[config.mk]
export PLATFORM = sky130hd
export DESIGN_NAME = bus_arbiter
export DESIGN_NICKNAME = d
export VERILOG_FILES = /design/src/rtl/bus_arb_pkg.sv /design/src/rtl/bus_arb_wdog.sv /design/src/rtl/bus_arbiter.sv
export SDC_FILE = /design/constraint.sdc
export NUM_CORES = 1
export LEC_CHECK = 0
export ABC_AREA = 1
export BUFFER_PORTS_ARGS = -buffer_cell sky130_fd_sc_hd__buf_4
export CAP_MARGIN = 20
export CORE_AREA = 2 2 124 102
export CTS_CLUSTER_DIAMETER = 200
export DETAILED_ROUTE_END_ITERATION = 10
export DIE_AREA = 0 0 126 104
export GPL_ROUTABILITY_DRIVEN = 0
export PLACE_DENSITY = 0.88
export SETUP_SLACK_MARGIN = 0.05
export SYNTH_ARGS = -nofsm -noshare
export SYNTH_HDL_FRONTEND = slang
export SYNTH_SLANG_ARGS = --single-unit
[constraint.sdc]
create_clock -name clk -period 3.6 [get_ports clk]
set_input_delay 1.08 -clock clk [delete_from_list [all_inputs] [get_ports clk]]
set_output_delay 1.08 -clock clk [all_outputs]
set_load 0.005 [all_outputs]
[src/rtl/bus_arb_pkg.sv]
// Shared definitions for the instruction/data bus arbiter: state encoding,
// NOP word returned by a timed-out access, and byte-enable width.
package bus_arb_pkg;

    typedef enum logic [1:0] {
        ST_IDLE   = 2'd0,
        ST_I_WAIT = 2'd1,
        ST_D_WAIT = 2'd2
    } arb_state_t;

    localparam int          BE_W     = 4;
    localparam logic [31:0] NOP_WORD = 32'h0000_0000;

    typedef logic [BE_W-1:0] be_t;

endpackage

[src/rtl/bus_arb_wdog.sv]
// Bus watchdog: counts cycles while a transaction is outstanding and flags
// expiry in the LIMIT-th wait cycle. Only instantiated with BUS_ARB_TIMEOUT_EN.
module bus_arb_wdog #(
    parameter int LIMIT = 255
) (
    input  logic clk,
    input  logic rst_n,
    input  logic start,
    input  logic clear,
    input  logic active,
    output logic expire
);

    localparam int CW = (LIMIT < 2) ? 1 : $clog2(LIMIT + 1);

    logic [CW-1:0] count_r;
    logic          expire_s;

    // Expiry is reached when the count sits at the last allowed wait cycle.
    always_comb begin
        expire_s = 1'b0;
        if (active && (count_r == CW'(LIMIT - 1))) begin
            expire_s = 1'b1;
        end else begin
            expire_s = 1'b0;
        end
    end

    // Wait-cycle counter: restarted on every grant and every completion.
    always_ff @(posedge clk or negedge rst_n) begin
        if (!rst_n) begin
            count_r <= '0;
        end else if (start || clear) begin
            count_r <= '0;
        end else if (active && !expire_s) begin
            count_r <= count_r + CW'(1);
        end else begin
            count_r <= count_r;
        end
    end

    assign expire = expire_s;

endmodule

[src/rtl/bus_arbiter.sv]
// Arbitrates one SRAM-style bus between the fetch and data ports; data has
// priority, capped by MAX_D_BURST while a fetch waits. Optional watchdog: BUS_ARB_TIMEOUT_EN.
module bus_arbiter
    import bus_arb_pkg::*;
#(
    parameter int AW          = 32,
    parameter int DW          = 32,
    parameter int MAX_D_BURST = 4,
    parameter int TIMEOUT_CYC = 255
) (
    input  logic          clk,
    input  logic          rst_n,
    input  logic          ice,
    input  logic [AW-1:0] iaddr,
    output logic [DW-1:0] inst_o,
    output logic          istall,
    input  logic          flush,
    input  logic          dce,
    input  logic [AW-1:0] daddr,
    input  logic [3:0]    we,
    input  logic [DW-1:0] din,
    output logic [DW-1:0] dm_o,
    output logic          dstall,
    output logic          bus_req,
    output logic [AW-1:0] bus_addr,
    output logic [3:0]    bus_we,
    output logic [DW-1:0] bus_wdata,
    input  logic [DW-1:0] bus_rdata,
    input  logic          bus_ready,
    output logic          bus_err
);

    localparam int BW = (MAX_D_BURST < 2) ? 1 : $clog2(MAX_D_BURST + 1);

    arb_state_t    state_r;
    arb_state_t    state_nxt_s;
    logic          i_done_r;
    logic          d_done_r;
    logic          flushed_r;
    logic [BW-1:0] burst_r;
    logic          bus_req_r;
    logic [AW-1:0] bus_addr_r;
    be_t           bus_we_r;
    logic [DW-1:0] bus_wdata_r;
    logic [DW-1:0] inst_r;
    logic [DW-1:0] dm_r;

    logic          i_pend_s;
    logic          d_pend_s;
    logic          can_grant_s;
    logic          burst_full_s;
    logic          d_grant_s;
    logic          i_grant_s;
    logic          i_end_s;
    logic          d_end_s;
    logic          i_keep_s;
    logic [DW-1:0] end_data_s;
    logic          wdog_expire_s;

    assign i_pend_s = ice & ~i_done_r;
    assign d_pend_s = dce & ~d_done_r;
    assign istall   = i_pend_s;
    assign dstall   = d_pend_s;

    // Grant decisions; nothing is granted while a done flag is still high.
    always_comb begin
        can_grant_s  = (state_r == ST_IDLE) && !i_done_r && !d_done_r;
        burst_full_s = (burst_r == BW'(MAX_D_BURST));
        d_grant_s    = 1'b0;
        i_grant_s    = 1'b0;
        if (can_grant_s && d_pend_s && !(i_pend_s && burst_full_s)) begin
            d_grant_s = 1'b1;
        end else if (can_grant_s && i_pend_s && !flush) begin
            i_grant_s = 1'b1;
        end else begin
            d_grant_s = 1'b0;
            i_grant_s = 1'b0;
        end
    end

    // Completion of the outstanding transaction, by bus_ready or by watchdog.
    always_comb begin
        i_end_s    = (state_r == ST_I_WAIT) && (bus_ready || wdog_expire_s);
        d_end_s    = (state_r == ST_D_WAIT) && (bus_ready || wdog_expire_s);
        i_keep_s   = i_end_s && !flushed_r && !flush;
        end_data_s = DW'(NOP_WORD);
        if (bus_ready) begin
            end_data_s = bus_rdata;
        end else begin
            end_data_s = DW'(NOP_WORD);
        end
    end

    // Next-state logic.
    always_comb begin
        state_nxt_s = state_r;
        case (state_r)
            ST_IDLE: begin
                if (d_grant_s) begin
                    state_nxt_s = ST_D_WAIT;
                end else if (i_grant_s) begin
                    state_nxt_s = ST_I_WAIT;
                end else begin
                    state_nxt_s = ST_IDLE;
                end
            end
            ST_I_WAIT: begin
                if (i_end_s) begin
                    state_nxt_s = ST_IDLE;
                end else begin
                    state_nxt_s = ST_I_WAIT;
                end
            end
            ST_D_WAIT: begin
                if (d_end_s) begin
                    state_nxt_s = ST_IDLE;
                end else begin
                    state_nxt_s = ST_D_WAIT;
                end
            end
            default: begin
                state_nxt_s = ST_IDLE;
            end
        endcase
    end

    // State register and one-cycle done flags.
    always_ff @(posedge clk or negedge rst_n) begin
        if (!rst_n) begin
            state_r  <= ST_IDLE;
            i_done_r <= 1'b0;
            d_done_r <= 1'b0;
        end else begin
            state_r  <= state_nxt_s;
            i_done_r <= i_keep_s;
            d_done_r <= d_end_s;
        end
    end

    // Bus request and controls are captured at grant and held until completion.
    always_ff @(posedge clk or negedge rst_n) begin
        if (!rst_n) begin
            bus_req_r   <= 1'b0;
            bus_addr_r  <= '0;
            bus_we_r    <= '0;
            bus_wdata_r <= '0;
        end else if (d_grant_s) begin
            bus_req_r   <= 1'b1;
            bus_addr_r  <= daddr;
            bus_we_r    <= we;
            bus_wdata_r <= din;
        end else if (i_grant_s) begin
            bus_req_r   <= 1'b1;
            bus_addr_r  <= iaddr;
            bus_we_r    <= '0;
            bus_wdata_r <= '0;
        end else if (i_end_s || d_end_s) begin
            bus_req_r   <= 1'b0;
        end else begin
            bus_req_r   <= bus_req_r;
        end
    end

    // Returned words; stores and flushed fetches leave their register untouched.
    always_ff @(posedge clk or negedge rst_n) begin
        if (!rst_n) begin
            inst_r <= '0;
            dm_r   <= '0;
        end else begin
            if (i_keep_s) begin
                inst_r <= end_data_s;
            end else begin
                inst_r <= inst_r;
            end
            if (d_end_s && (bus_we_r == '0)) begin
                dm_r <= end_data_s;
            end else begin
                dm_r <= dm_r;
            end
        end
    end

    // Flush marker for the fetch in flight; dropped once that fetch ends.
    always_ff @(posedge clk or negedge rst_n) begin
        if (!rst_n) begin
            flushed_r <= 1'b0;
        end else if (state_r != ST_I_WAIT || i_end_s) begin
            flushed_r <= 1'b0;
        end else if (flush) begin
            flushed_r <= 1'b1;
        end else begin
            flushed_r <= flushed_r;
        end
    end

    // Data grants issued back-to-back while a fetch waits; saturates at the cap.
    always_ff @(posedge clk or negedge rst_n) begin
        if (!rst_n) begin
            burst_r <= '0;
        end else if (i_grant_s || !ice) begin
            burst_r <= '0;
        end else if (d_grant_s && i_pend_s) begin
            burst_r <= burst_r + BW'(1);
        end else begin
            burst_r <= burst_r;
        end
    end

`ifdef BUS_ARB_TIMEOUT_EN
    logic bus_err_r;

    bus_arb_wdog #(
        .LIMIT (TIMEOUT_CYC)
    ) u_wdog (
        .clk    (clk),
        .rst_n  (rst_n),
        .start  (d_grant_s | i_grant_s),
        .clear  (i_end_s | d_end_s),
        .active (state_r != ST_IDLE),
        .expire (wdog_expire_s)
    );

    // Error pulse only when the watchdog, not the memory, ended the access.
    always_ff @(posedge clk or negedge rst_n) begin
        if (!rst_n) begin
            bus_err_r <= 1'b0;
        end else begin
            bus_err_r <= wdog_expire_s & ~bus_ready;
        end
    end

    assign bus_err = bus_err_r;
`else
    assign wdog_expire_s = 1'b0;
    assign bus_err       = 1'b0;
`endif

    assign bus_req   = bus_req_r;
    assign bus_addr  = bus_addr_r;
    assign bus_we    = bus_we_r;
    assign bus_wdata = bus_wdata_r;
    assign inst_o    = inst_r;
    assign dm_o      = dm_r;

endmodule

## After elaboration in Yosys (flattened, before gate mapping)

Index checks and enable logic that the tools add are counted.

| cells by class | value |
|---|---|
| equality and inequality tests | 4 |
| $add $sub $neg | 1 |
| mux-type cells | 22 |
| reductions and logical operators | 28 |
| bitwise gates (word level) | 4 |

Operators by type and width:

| kind | count |
|---|---|
| $mux W32 | 5 |
| $logic_and A1 B1 Y1 | 13 |
| $mux W1 | 10 |
| $mux W4 | 2 |
| $logic_not A1 Y1 | 6 |
| $mux W3 | 2 |
| $pmux W2 S3 | 1 |
| $reduce_bool A2 Y1 | 3 |
| $logic_not A4 Y1 | 1 |
| $mux W2 | 2 |
| $add A3 B1 Y3 const B | 1 |
| $eq A3 B3 Y1 const B | 1 |
| $logic_or A1 B1 Y1 | 3 |
| $reduce_bool A3 Y1 | 1 |
| $and A1 B1 Y1 | 2 |
| $eq A2 B1 Y1 const B | 1 |
| $eq A2 B2 Y1 const B | 1 |
| $logic_not A2 Y1 | 1 |
| $ne A2 B1 Y1 const B | 1 |
| $not A1 Y1 | 2 |

| storage, ports and cells | value |
|---|---|
| input bits | 138 |
| output and inout bits | 136 |
| bits in registers | 141 |

## Logic depth before layout (Yosys ltp)

Gate-level depths: netlist of the first run.

| depth | value |
|---|---|
| depth after elaboration | 10 |
| mapped depth | 11 |
| gate-level depth less buffers | 10 |

## Worst setup path before layout of the first run

No wires, ideal clock.

| path | value |
|---|---|
| path type | input to output |
| from | in ice |
| to | out istall |
| stages on the path | 2 |
| slack | 1.285 ns |
| arrival time | 1.235 ns |
| path buffers | 0 |
| cells stage by stage | inv_2 nor2_4 |

| between the ends | value |
|---|---|
| word-level cells in the longest chain between the ends | 1 |

RTL lines:

| item | RTL line | text |
|---|---|---|
| start, declared | bus_arbiter.sv:13 | `input logic ice,` |
| $and A1 B1 Y1 | bus_arbiter.sv:60 | `assign i_pend_s = ice & ~i_done_r;` |
| end, declared | bus_arbiter.sv:16 | `output logic istall,` |

No other way between the ends.

## Worst setup path in the final report of the first run

Same ends and word-level chain as after synthesis.

==> results of run 1 <==
[synth_stat cells (2+ instances only)]
cell and number:
nor2_2 3, buf_4 5, o21ai_0 39, buf_6 9
dfrtp_1 141, ha_1 2, nand2_1 243, inv_2 6
nand3_1 37, inv_1 46, buf_2 12, a21oi_1 6
a21oi_2 28, nor2_1 42, nand4_1 2, clkbuf_1 6
[tightest hold or removal path: cells and delay by family (launching register included)]
| kind | cells | cell delay [ns] |
|---|---|---|
| flip-flops | 1 | 0.34 |
| AND/OR/NAND/NOR | 2 | 0.10 |
[flip-flops by register name (all words and copies together), names as in the netlist]
register / cells
i_done_r: 1
state_r: 2
dm_o: 32
bus_wdata: 32
bus_addr: 32
d_done_r: 1
bus_we: 4
flushed_r: 1
bus_req: 1
burst_r: 3
inst_o: 32
[final cells by class]
type / count / area (µm²)
inverters: 52 / 195.2
fillers: 892 / 3402
multi-input cells: 408 / 1847
clock buffers: 19 / 442.9
repair buffers: 277 / 2121
clock inverters: 13 / 165.2
well taps: 152 / 190.2
flip-flops and latches: 141 / 3528
[metal layers]
layer,wire length (µm),share of wire (%),vias to the layer above,track usage [%]
met5,0,0,-,0
met4,318,2.0,0,7.849
met3,1523,9.5,25,9.053
met2,8096,50,220,42.09
met1,6160,38,2409,29.29
li1,-,-,2486,-
[per-stage QoR]
stage               hold WS [ns]  util [%]
CTS                       0.4741     71.39
finish                    0.4694     71.39
floorplan                 0.4648         -
global route              0.4951     71.39
global placement          0.4559     66.28
detailed placement        0.4599     66.28
[cells by family after synthesis]
kind of cell / count (synthesis) / synth area share (%)
AO/OA/AOI/OAI: 73 / 8.144
flip-flops: 141 / 61.08
other: 1 / 0.06491
buffers and inverters: 84 / 7.213
AND/OR/NAND/NOR: 332 / 23.07
adder cells (fa/ha/maj): 2 / 0.4331
[report_power, final]
group          internal (mW)  switching [mW]
registers               2.31           0.413
clock network           1.11           0.671
logic                   1.39            1.30
[worst min-delay path by stage]
| stage | from | end | slack (ns) | depth (start not counted) |
|---|---|---|---|---|
| after floorplan | flushed_r | flushed_r | 0.46 | 2 |
| after global placement | bus_wdata[25] | bus_wdata[25] | 0.46 | 2 |
| after detailed placement | bus_wdata[25] | bus_wdata[25] | 0.46 | 2 |
| after CTS | bus_wdata[6] | bus_wdata[6] | 0.47 | 2 |
| after global routing | bus_wdata[12] | bus_wdata[12] | 0.50 | 2 |
| final | bus_wdata[8] | bus_wdata[8] | 0.47 | 2 |
==> results_dict.tcl, run 1 <==
set metrics [dict create \
    cts_resized 0 \
    dp.cells 1030 \
    hold_path.class "reg -> reg" \
    relSlewSlack_pct 33.51 \
    dieArea_mm2 0.01310 \
    max-cap-violations 0 \
    crit_slowest_cell "nor2_4" \
    reg2regPathDepth 10 \
    syn_area_mm2 0.005777 \
    setup_ws_ns 1.009 \
    synth-seq-cells 141 \
    final_common_cell "buf_4" \
    slew_viol_final 0 \
    final_nets 1037 \
    crit_path_frequent_cell "buf_4" \
    grt_overflow 0 \
    critPathKind "in -> out" \
    crit_buf_inv 3 \
    cp.depth 4 \
    regToRegStartpoint "burst_r[0]" \
    fmax_mhz 386.0 \
    synthTopCellsByArea "dfrtp_1, nand2_1, a21oi_2, o21ai_0, nand3_1" \
    die_y_um 104 \
    clock-sinks 141 \
    wl_per_cell_um 15.16 \
    async_flop_share_pct 100.0 \
    final_cell_mix "buf_4, nand2_1, dfrtp_1" \
    num_rows 36 \
    synthFlopType "dfrtp_1" \
    antenna_found_initial 0 \
    tightest_slew_ns 0.9938 \
    crit_chain "buf_4, inv_2, nor2_4, buf_4" \
    cts_buffers 17 \
    period_share_pct 71.97 \
    syn_area_per_cell_um2 9.126 \
    min_period_ns 2.591 \
    clkTransAtPathRegs_ns 0.06 \
    ir_worst_vdd_uv 515.0 \
    cts_tree "done" \
    cts-htree-levels 4 \
    clock_latency_ns 0.41 \
    yosysWarnings 0 \
    cp_top_family "buffers and inverters" \
    vias 5140 \
    rsz0062_at_grt "false" \
    setup_viol 0 \
    cp-startpoint "ice" \
    start_util_pct 48.58 \
    grt_pass1_vias 5262 \
    cts_buffer_depth 2 \
    netlist_instances 633 \
    cp_max_fo 7 \
    fin_tns_setup_ns 0 \
    dpl_cell_area_mm2 0.007881 \
    power.leakage_nw 4.543 \
    grt_use_total_pct 24.75 \
    ios 274 \
    route.detailed.drc 0 \
    worst_setup_path_end_kind "output port" \
    r2r_slack_ns 1.59 \
    drive_gt1_share_pct 38.46 \
    wl_um 16100 \
    grt_first_pass_wirelength_um 25860 \
    fin_cells 1062 \
    worst_clock_skew_ns 0.01011 \
    power_density_mw_per_mm2 847.6 \
    ant_nets 0 \
    vias_per_cell 4.840 \
    die_x_um 126 \
    dp_hpwl_um 11630 \
    ys_seq_area_share_pct 61.08 \
    root_buffer "clkbuf_16" \
    ctsHoldBuffers 0 \
    area_delta_synth_final_pct 46.96 \
    final_cell_area_mm2 0.008489 \
    grt_max_degree 76 \
    status "finished, final reports clean" \
    syn_nets 773 \
    core_mm2 0.01189 \
    post_cts_buffers 0 \
    firstDrtPassIters 5 \
    crit_end "istall" \
    hold_violations 0 \
    yosysTopAreaCell "dfrtp_1" \
    diodes 0 \
    worstPathRequired_ns 2.52 \
    cp_data_arrival_time_ns 1.51 \
    synth-edff-count 0 \
    drtIter0Drc 265 \
    startpoint_type "input port" \
    r2r_end "bus_addr[28]" \
    synth_cell_type_count 22 \
    cpPeakStageDelay_ns 0.15 \
    io_buffers 272 \
    place_ws_ns 0.8869 \
    netlist.area_leader.share_pct 61.08 \
    total_power_mw 7.196 \
]
Note: power is estimated with default switching activity, not from simulation.
==> inputs of run 2 (changes only) <==
- CORE_AREA: 2 2 124 102 -> 2 2 129 106
- DIE_AREA: 0 0 126 104 -> 0 0 131 108
- PLACE_DENSITY: 0.88 -> 0.82
- clock period: 3.6 -> 2.6 ns (I/O delays scaled with it)
==> results_dict.tcl, run 2 (synthesized netlist as in run 1, its figures left out) <==
set metrics [dict create \
    ir_worst_vdd_uv 584.0 \
    root_buffer "clkbuf_16" \
    fin_tns_setup_ns 0 \
    post_cts_buffers 0 \
    crit_slowest_cell "nor2_4" \
    final_nets 1038 \
    vias 5096 \
    critPathKind "in -> out" \
    die_y_um 108 \
    cpPeakStageDelay_ns 0.15 \
    die_x_um 131 \
    power_density_mw_per_mm2 1160 \
    worst_clock_skew_ns 0.01203 \
    cp_max_fo 7 \
    drtIter0Drc 317 \
    fin_util_pct 67.27 \
    grt_use_total_pct 22.82 \
    fmax_mhz 499.7 \
    power.share.combinational_pct 37.1 \
    cts_tree "done" \
    cell_internal_pwr_mw 6.713 \
    area_delta_synth_final_pct 48.26 \
    crit_chain "buf_4, inv_2, nor2_4, buf_4" \
    r2r_slack_ns 0.67 \
    period_share_pct 76.97 \
    p_clk_share_pct 24.9 \
    hold_slack_ns 0.3066 \
    clkTransAtPathRegs_ns 0.06 \
    cts_resized 0 \
    cts_buffers 17 \
    cp_data_arrival_time_ns 1.22 \
    dp_hpwl_um 11420 \
    worst_setup_path_end_kind "output port" \
    worstPathRequired_ns 1.82 \
    clock_latency_ns 0.40 \
    max-cap-violations 0 \
    diodes 0 \
    rsz0062_at_grt "false" \
    ant_nets 0 \
    status "finished, final reports clean" \
    seq_power_share_pct 37.9 \
    total_power_mw 9.931 \
    switching_share_pct 32.40 \
    clock-sinks 141 \
    grt_max_degree 69 \
    final_common_cell "buf_4" \
    drive_gt1_share_pct 38.46 \
    dieArea_mm2 0.01415 \
    power.leakage_nw 4.562 \
    setup_viol 0 \
    final_cell_mix "buf_4, nand2_1, dfrtp_1" \
    cts_buffer_depth 2 \
    startpoint_type "input port" \
    power_switching_mw 3.218 \
    seq_area_mm2 0.003528 \
    num_rows 37 \
    firstDrtPassIters 5 \
    min_period_ns 2.001 \
    grt_pass1_vias 5139 \
    hold_path.class "in -> async" \
    slew_viol_final 0 \
    cts-htree-levels 4 \
    grt_first_pass_wirelength_um 25070 \
    wl_um 15900 \
    core_mm2 0.01273 \
    dpl_cell_area_mm2 0.007955 \
    cp_top_family "buffers and inverters" \
    hold_violations 0 \
    relSlewSlack_pct 62.58 \
    ctsHoldBuffers 0 \
    crit_path_frequent_cell "buf_4" \
    antenna_found_initial 0 \
    ios 274 \
    wl_per_cell_um 14.65 \
    grt_overflow 0 \
    route.detailed.drc 0 \
    io_buffers 272 \
    final_cell_area_mm2 0.008564 \
    tightest_slew_ns 0.5604 \
    start_util_pct 45.38 \
    multiInputGateArea_mm2 0.001847 \
    crit_buf_inv 3 \
    fillCellCount 1002 \
    vias_per_cell 4.697 \
]
==> run 2: changes by cell type in the layout (fill, tap and decap cells not counted) <==
cell	delta
inv_6	-2
clkbuf_8	+2
clkinv_4	-1
buf_12	+3
buf_4	-2
==> run 2: final timing paths <==
kind,startpoint,endpoint,depth (start not counted)
worst max-delay path,ice,istall,4
worst min-delay path,rst_n,dm_o[27],1
worst max register to register,burst_r[0],bus_addr[2],10
worst min register to register,bus_wdata[4],bus_wdata[4],2
max in group asynchronous,rst_n,bus_addr[20],2
min in group clk,bus_wdata[4],bus_wdata[4],2
==> run 2: final cells by class <==
class                           count  share of cell area (%)
Inverter                           52                   2.279
Clock inverter                     10                   1.622
Timing Repair Buffer              278                   25.29
Tap cell                          175                   2.557
Sequential cell                   141                   41.20
Multi-Input combinational cell    408                   21.56
Clock buffer                       21                   5.493
==> run 2: layer usage <==
| layer | vias to the layer above | routed length, µm | track usage, % |
|---|---|---|---|
| met2 | 206 | 7728 | 37.05 |
| met1 | 2383 | 6319 | 27.73 |
| met3 | 19 | 1587 | 9.500 |
| met4 | 0 | 263 | 7.295 |
| met5 | - | 0 | 0 |
| li1 | 2488 | - | - |
==> run 2: through the flow <==
step,instances,setup slack [ns]
after global routing,1085,0.4586
after global placement,1054,0.4694
after floorplan,633,0.8847
after detailed placement,1054,0.3901
final,1085,0.5988
after CTS,1085,0.6024
==> run 2: power by group through the flow <==
| stage | clock (mW) | sequential, mW | combinational (mW) |
|---|---|---|---|
| 3_3_place_gp | 0 | 3.74 | 3.63 |
| 6_report | 2.48 | 3.77 | 3.69 |
| 4_1_cts | 2.53 | 3.77 | 3.75 |
| 2_1_floorplan | 0 | 3.81 | 1.55 |
| 5_1_grt | 2.64 | 3.89 | 4.16 |
| 3_5_place_dp | 0 | 3.77 | 3.74 |
==> inputs of run 3 (changes only) <==
- CORE_AREA: 2 2 129 106 -> 2 2 135 110
- DIE_AREA: 0 0 131 108 -> 0 0 137 112
- PLACE_DENSITY: 0.82 -> 0.79
- clock period: 2.6 -> 1.67 ns (I/O delays scaled with it)
==> results_dict.tcl, run 3 (synthesized netlist as in run 1, its figures left out) <==
set metrics [dict create \
    status "finished, final reports clean" \
    max-cap-violations 0 \
    diodes 0 \
    drive_gt1_share_pct 41.00 \
    clock_latency_ns 0.42 \
    cp_data_arrival_time_ns 1.12 \
    power.leakage_nw 4.797 \
    core_mm2 0.01405 \
    clkTransAtPathRegs_ns 0.06 \
    die_y_um 112 \
    rsz0062_at_grt "true" \
    start_util_pct 41.11 \
    crit_buf_inv 2 \
    r2r_slack_ns 0.11 \
    min_period_ns 1.622 \
    grt_pass1_vias 5334 \
    fin_cells 1128 \
    cp_max_fo 2 \
    antenna_found_initial 0 \
    cp_top_family "flip-flops" \
    cts_tree "done" \
    worst_clock_skew_ns 0.01109 \
    crit_chain "nor2_4, buf_6, buf_4" \
    reg2regPathDepth 9 \
    worst_setup_path_end_kind "output port" \
    cts-htree-levels 4 \
    cpPeakStageDelay_ns 0.41 \
    grt_max_degree 61 \
    final_nets 1071 \
    cts_buffer_depth 2 \
    wl_per_cell_um 14.94 \
    area_delta_synth_final_pct 56.40 \
    firstDrtPassIters 4 \
    final_cell_mix "buf_4, nand2_1, dfrtp_1" \
    clock-sinks 141 \
    cts_buffers 17 \
    power_density_mw_per_mm2 1805 \
    fillCellCount 1138 \
    root_buffer "clkbuf_16" \
    final_common_cell "buf_4" \
    route.detailed.drc 0 \
    dieArea_mm2 0.01534 \
    grt_use_total_pct 21.86 \
    ir_worst_vdd_uv 1110 \
    startpoint_type "flip-flop" \
    fmax_mhz 616.6 \
    ios 274 \
    worstPathRequired_ns 1.17 \
    cp-startpoint "i_done_r" \
    grt_first_pass_wirelength_um 26000 \
    dpl_cell_area_mm2 0.008207 \
    ant_nets 0 \
    setup_viol 0 \
    crit_end "istall" \
    grt_overflow 0 \
    period_share_pct 97.12 \
    drtIter0Drc 268 \
    vias 5272 \
    dp_hpwl_um 11890 \
    fin_tns_setup_ns 0 \
    num_rows 39 \
    crit_slowest_cell "dfrtp_1" \
    cp.depth 3 \
    fin_util_pct 64.29 \
    hold_path.class "in -> reg" \
    critPathKind "reg -> out" \
    r2r_end "bus_we[3]" \
    slew_viol_final 0 \
    hold_violations 0 \
    regToRegStartpoint "burst_r[0]" \
    vias_per_cell 4.674 \
    hold_slack_ns 0.2836 \
    final_cell_area_mm2 0.009035 \
    die_x_um 137 \
    io_buffers 272 \
    dp.cells 1085 \
    wl_um 16850 \
]
[run 3: area by class of cell]
cell class                      instances  area, µm²  share of cell area (%)
Sequential cell                       141       3528                   39.05
Inverter                               52      200.2                   2.216
Clock inverter                         13      210.2                   2.327
Tap cell                              184      230.2                   2.548
Multi-Input combinational cell        408       1859                   20.58
Timing Repair Buffer                  311       2564                   28.38
Clock buffer                           19      442.9                   4.902
[run 3: metal layers]
metal  wire length, µm  share of wire, %  GRT usage [%]
met1              6283                37          24.99
met2              8369                50          36.75
met3              1852                11          9.107
met4               342               2.0          7.629
met5                 0                 0              0
[run 3: power breakdown]
group | internal [mW] | switching (mW) | leakage (nW) | total (mW)
logic | 3.39 | 2.84 | 2.74 | 6.23
registers | 4.98 | 0.939 | 1.74 | 5.92
clock network | 2.70 | 1.46 | 0.314 | 4.16
total | 11.1 | 5.24 | 4.80 | 16.3
[run 3: tightest hold or removal path, cell delays in order]
cell	delay [ns]
buf_4	0.08
nand2_1	0.04
nand2_1	0.05
[run 3: what timing repair did]
item,4_1_cts,5_1_grt
pin swaps,1,2
buffers inserted,4,2
cloned,0,4
gates resized for setup,2,6
endpoints found under the hold margin,12,0
hold buffers,1,0
setup endpoints to repair,6,63
[run 3: metrics by stage]
stage	total power, mW	setup WS (ns)
2_1_floorplan	8.355	0.2115
3_3_place_gp	11.76	0.07718
3_5_place_dp	11.98	-0.0002729
4_1_cts	16.25	0.02894
5_1_grt	17.44	-0.02190
6_report	16.31	0.04814
[run 3: worst min path at each step]
| stage | depth (start not counted) | from | end | slack (ns) |
|---|---|---|---|---|
| 3_3_place_gp | 1 | rst_n | inst_o[25] | 0.44 |
| 6_report | 3 | din[17] | bus_wdata[17] | 0.28 |
| 3_5_place_dp | 1 | rst_n | inst_o[25] | 0.44 |
| 4_1_cts | 3 | iaddr[8] | bus_addr[8] | 0.27 |
| 2_1_floorplan | 0 | rst_n | burst_r[0] | 0.21 |
| 5_1_grt | 3 | din[26] | bus_wdata[26] | 0.29 |
